**src/rtl/bin_reader.sv**
```systemverilog
// Streams len_i consecutive words from a RAM with one-cycle registered read
// latency onto a valid/ready stream, using a small credit-checked output FIFO.
module bin_reader #(
    parameter int DATA_WIDTH = 16,
    parameter int ADDR_WIDTH = 10,
    parameter int FIFO_DEPTH = 4
) (
    input  logic                  clk,
    input  logic                  rst,
    input  logic                  start_i,
    input  logic [ADDR_WIDTH-1:0] base_addr_i,
    input  logic [ADDR_WIDTH:0]   len_i,
    output logic                  busy_o,
    output logic                  done_o,
    output logic [ADDR_WIDTH-1:0] mem_addr_o,
    input  logic [DATA_WIDTH-1:0] mem_data_i,
    output logic [DATA_WIDTH-1:0] out_data_o,
    output logic                  out_valid_o,
    input  logic                  out_ready_i,
    output logic                  out_last_o
);
    localparam int PW = $clog2(FIFO_DEPTH);
    localparam int CW = PW + 1;
    localparam logic [ADDR_WIDTH:0] LEN_ONE = 1;

    typedef enum logic [1:0] {IDLE, READ, DRAIN} state_t;

    state_t                  state_q;
    logic [ADDR_WIDTH:0]     rem_q;
    logic [ADDR_WIDTH-1:0]   addr_q;
    logic                    issue_q, issue_last_q;
    logic                    inflight_q, inflight_last_q;
    logic                    busy_q, done_q;
    logic [DATA_WIDTH-1:0]   fifo_data_q [FIFO_DEPTH];
    logic [FIFO_DEPTH-1:0]   fifo_last_q;
    logic [PW-1:0]           wr_ptr_q, rd_ptr_q;
    logic [CW-1:0]           count_q;
    logic                    push, pop, can_issue;
    logic [CW:0]             occ;

    // An address is on the bus for one cycle (issue_q), then its data arrives the
    // next cycle (inflight_q): both stages already own a FIFO slot.
    assign occ       = {1'b0, count_q} + (CW+1)'(issue_q) + (CW+1)'(inflight_q);
    assign can_issue = occ < (CW+1)'(FIFO_DEPTH);
    assign push      = inflight_q;

    assign out_valid_o = (count_q != '0);
    assign pop         = out_valid_o && out_ready_i;
    assign out_data_o  = fifo_data_q[rd_ptr_q];
    assign out_last_o  = out_valid_o && fifo_last_q[rd_ptr_q];

    assign busy_o     = busy_q;
    assign done_o     = done_q;
    assign mem_addr_o = addr_q;

    always_ff @(posedge clk or negedge rst) begin
        if (!rst) begin
            state_q         <= IDLE;
            rem_q           <= '0;
            addr_q          <= '0;
            issue_q         <= 1'b0;
            issue_last_q    <= 1'b0;
            inflight_q      <= 1'b0;
            inflight_last_q <= 1'b0;
            busy_q          <= 1'b0;
            done_q          <= 1'b0;
        end else begin
            done_q          <= 1'b0;
            issue_q         <= 1'b0;
            issue_last_q    <= 1'b0;
            inflight_q      <= issue_q;
            inflight_last_q <= issue_last_q;
            case (state_q)
                IDLE: begin
                    if (start_i) begin
                        if (len_i == '0) begin
                            done_q <= 1'b1;
                        end else begin
                            addr_q       <= base_addr_i;
                            issue_q      <= 1'b1;
                            issue_last_q <= (len_i == LEN_ONE);
                            rem_q        <= len_i - LEN_ONE;
                            busy_q       <= 1'b1;
                            state_q      <= (len_i == LEN_ONE) ? DRAIN : READ;
                        end
                    end
                end
                READ: begin
                    if (can_issue) begin
                        addr_q       <= addr_q + 1'b1;
                        issue_q      <= 1'b1;
                        issue_last_q <= (rem_q == LEN_ONE);
                        rem_q        <= rem_q - LEN_ONE;
                        if (rem_q == LEN_ONE) state_q <= DRAIN;
                    end
                end
                DRAIN: begin
                    if (pop && out_last_o) begin
                        done_q  <= 1'b1;
                        busy_q  <= 1'b0;
                        state_q <= IDLE;
                    end
                end
                default: state_q <= IDLE;
            endcase
        end
    end

    always_ff @(posedge clk or negedge rst) begin
        if (!rst) begin
            for (int i = 0; i < FIFO_DEPTH; i++) fifo_data_q[i] <= '0;
            fifo_last_q <= '0;
            wr_ptr_q    <= '0;
            rd_ptr_q    <= '0;
            count_q     <= '0;
        end else begin
            if (push) begin
                fifo_data_q[wr_ptr_q] <= mem_data_i;
                fifo_last_q[wr_ptr_q] <= inflight_last_q;
                wr_ptr_q              <= wr_ptr_q + 1'b1;
            end
            if (pop) rd_ptr_q <= rd_ptr_q + 1'b1;
            case ({push, pop})
                2'b10:   count_q <= count_q + 1'b1;
                2'b01:   count_q <= count_q - 1'b1;
                default: count_q <= count_q;
            endcase
        end
    end
endmodule

```
**config.mk**
```make
export PLATFORM = sky130hd
export DESIGN_NAME = bin_reader
export DESIGN_NICKNAME = d
export VERILOG_FILES = /design/src/rtl/bin_reader.sv
export SDC_FILE = /design/constraint.sdc
export NUM_CORES = 1
export LEC_CHECK = 0
export CORE_UTILIZATION = 25
export DETAILED_ROUTE_END_ITERATION = 10
export DONT_BUFFER_PORTS = 1
export PLACE_DENSITY_LB_ADDON = 0.12
export SLEW_MARGIN = 20
export SYNTH_ARGS = -nofsm -noshare
export SYNTH_HDL_FRONTEND = slang
export SYNTH_SLANG_ARGS = --single-unit
```
**constraint.sdc**
```tcl
create_clock -name clk -period 2.1 [get_ports clk]
set_clock_uncertainty 0.15 [all_clocks]
set_input_delay 0.42 -clock clk [delete_from_list [all_inputs] [get_ports clk]]
set_output_delay 0.42 -clock clk [all_outputs]
set_load 0.05 [all_outputs]
```
==> flow_metrics.env <==
export IMPL_antennaDiodeCount=0
export IMPL_met2RoutedLength_um=6485
export IMPL_holdCritPathClass="primary input to async pin"
export IMPL_highest_routed_layer="met4"
export IMPL_drt_iter0_markers=126
export IMPL_timing_final_setup_violations=17
export IMPL_finalWirelength_um=13010
export IMPL_netlist_top_cells_area="dfrtp_1 (50%), mux2_2 (15%), mux4_2 (7.4%)"
export IMPL_synth_flop_cell="dfrtp_1"
export IMPL_detailedPlace_worstSlack_ns=0.05052
export IMPL_global_route_wire_length_before_repair_um=21220
export IMPL_gp_routability_congestion=0.8023
export IMPL_worst_r2r_setup_slack_ns=0.07
export IMPL_max_cap_violations=0
export IMPL_synthesis_stage_register_bit_count=104
export IMPL_die_area_sq_mm=0.02136
export IMPL_synth_seq_area_share_pct=50.11
export IMPL_die_w_um=146.1
export IMPL_violations="negative hold slack, negative setup slack"
export IMPL_drt_vias_per_instance=4.884
export IMPL_start_util_pct=25.59
export IMPL_io_pins=71
export IMPL_startpoint_of_the_lowest_slack_register_to_register_path="count_q[0]"
export IMPL_async_flop_share_pct=100.0
export IMPL_critical_path_startpoint_type="flop"
export IMPL_mappedNetlistArea_sq_mm=0.005194
export IMPL_clockBufferDepth=2
export IMPL_top_library_cells_by_usage_in_the_layout_fill_and_taps_aside="dfrtp_1 (103), mux2_2 (68), buf_4 (41), nand2_1 (20), mux4_2 (17)"
export IMPL_status="finished, violations left"
export IMPL_timing_worst_slew_pin_value_ns=0.5640
export IMPL_path_max_fanout=13
export IMPL_clock_sinks=104
export IMPL_syn_to_final_growth_pct=21.73
export IMPL_port_buffer_count=0
export IMPL_worstRegToRegCells=8
export IMPL_met3WireLength_um=953
export IMPL_cts_tree="done"
export IMPL_final_util_pct=31.15
export IMPL_drc=0
export IMPL_syn_avg_cell_area_sq_um=13.05
export IMPL_mostFrequentLayoutCell="dfrtp_1"
export IMPL_fin_crit_sh_pct=106.6
export IMPL_clockRootBuffer="clkbuf_16"
export IMPL_finalHoldViolCount=104
export IMPL_r2r_end="count_q[2]"
export IMPL_netlist_top_cell_by_area="dfrtp_1"
export IMPL_global_route_usage_total_pct=12.80
export IMPL_netlist_area_leader_share_pct=50.11
export IMPL_critPathRequiredTime_ns=1.53
export IMPL_final_net_count=497
export IMPL_synth_edff_count=0
export IMPL_antenna_left=0
export IMPL_grt_ovfl_total=0
export IMPL_post_dp_hpwl_um=8934
export IMPL_core_region_area_sq_mm=0.02030
export IMPL_yosysWarningCount=0
export IMPL_power_ir_vdd_worst_mv=0.5925
export IMPL_antenna_found_initial=0
export IMPL_finalCriticalPeriod_ns=2.238
export IMPL_drive_above_1_share_pct=40.85
export IMPL_floorplan_rows=52
export IMPL_maxSlewViolCount=0
export IMPL_number_of_instances_in_the_synthesized_netlist=398
export IMPL_cts_htree_levels=3
export IMPL_clock_pin_slew_reported_for_the_worst_setup_and_hold_paths_after_clock_tree_synthesis_ns=0.08
export IMPL_maxSlewHeadroom_pct=62.40
export IMPL_fp_dieH_um=146.1
export IMPL_final_critical_path_setup_slack_ns=-0.1383
export IMPL_synth_net_count=451
export IMPL_via_count=3507
export IMPL_number_of_global_route_vias_before_repair=3692
export IMPL_power_density_mw_per_mm2=1814
export IMPL_worstSkewPairLatency_ns=0.35
export IMPL_synth_distinct_cells=65
export IMPL_cts_inserted_buffers=9
export IMPL_critical_path_endpoint_type="output pin"
export IMPL_drt_met1_wl_um=5415
export IMPL_final_fill_count=2086
export IMPL_leakagePower_nw=2.588
export IMPL_drt_pre_antenna_iters=4
export IMPL_fin_worst_hold_slack_ns=-0.3890
export IMPL_crit_path_arrival_time_ns=1.67
export IMPL_achievable_frequency_mhz=446.8
export IMPL_grt_max_degree=105
export IMPL_unrepaired_setup_endpoints_after_global_routing="yes"
export IMPL_route_detailed_wl_per_inst_um=18.13
export IMPL_path_class="flop to output pin"
worst max path at each step:
stage,end,startpoint,slack [ns],cells past startpoint
5_1_grt,out_data_o[14],rd_ptr_q[0],-0.20,2
3_5_place_dp,rem_q[7],len_i[3],0.05,5
3_3_place_gp,rem_q[7],len_i[3],0.03,5
6_report,out_data_o[7],rd_ptr_q[0],-0.14,2
4_1_cts,out_data_o[7],rd_ptr_q[0],-0.18,2
2_1_floorplan,count_q[2],count_q[1],0.01,8
routing by layer:
layer / track usage [%] / vias up
met4: 3.073 / 0
li1: - / 1586
met3: 4.781 / 15
met1: 15.31 / 1804
met2: 21.69 / 102
met5: 0 / -
logic make-up after synthesis:
family                   after synthesis  synth area share, %
AND/OR/NAND/NOR                       86                10.14
multiplexers                          86                22.31
XOR/XNOR                              12                2.024
AO/OA/AOI/OAI                         68                9.661
buffers and inverters                 30                2.722
adder cells (fa/ha/maj)               12                3.035
flip-flops                           104                50.11
per-stage QoR:
stage	area (sq um)	std cells	power, mW	TNS, ns	hold slack, ns
after floorplan	5216	398	7.984	0	-0.02559
after global placement	5887	694	9.404	0	-0.02225
after detailed placement	5887	694	9.515	0	-0.02181
after CTS	6205	710	11.34	-2.663	-0.4114
after global routing	6322	718	12.19	-3.174	-0.4235
final	6322	718	11.47	-2.043	-0.3890
synthesized netlist by cell type, types with 7 or more instances:
| library cell | n |
|---|---|
| clkbuf_1 | 11 |
| inv_1 | 12 |
| a21oi_1 | 12 |
| nand2_1 | 20 |
| nor2_1 | 14 |
| o21ai_0 | 18 |
| xnor2_1 | 7 |
| nand3_1 | 14 |
| mux4_2 | 17 |
| mux2_2 | 68 |
| dfrtp_1 | 104 |
| ha_1 | 11 |
final cells by class:
type                            instances  area, sq um  share of cell area, %
Tap cell                              270        337.8                  5.343
Clock buffer                            9        225.2                  3.562
Timing Repair Buffer                   51        504.2                  7.975
Inverter                               13        53.80                 0.8510
Sequential cell                       104         2604                  41.18
Multi-Input combinational cell        264         2515                  39.78
Clock inverter                          6        77.57                  1.227
Timing Repair inverter                  1        5.005                0.07916
what timing repair did:
action,in CTS,in global routing
pin swaps,0,4
endpoints found under the setup margin,17,32
resized for setup,3,9
gates cloned,0,2
hold endpoints to repair,104,104
buffers inserted,1,6
worst max-delay path, stage by stage (launching register included):
cell     delay [ns]
dfrtp_2        0.43
buf_12         0.19
mux4_2         0.69
report_power, final:
part	total, mW	switching, mW	internal (mW)
registers	3.59	0.638	2.95
clock network	1.74	0.802	0.940
logic	6.14	3.56	2.58
total	11.5	5.00	6.47
state kept, by name (all words and copies together), names as in the netlist:
register         flops
rd_ptr_q             2
issue_last_q         1
inflight_last_q      1
issue_q              1
rem_q               11
busy_o               1
fifo_last_q          4
inflight_q           1
mem_addr_o          10
count_q              3
done_o               1
fifo_data_q         64
state_q              2
wr_ptr_q             2
No activity file was read; power rests on OpenSTA's default activity.
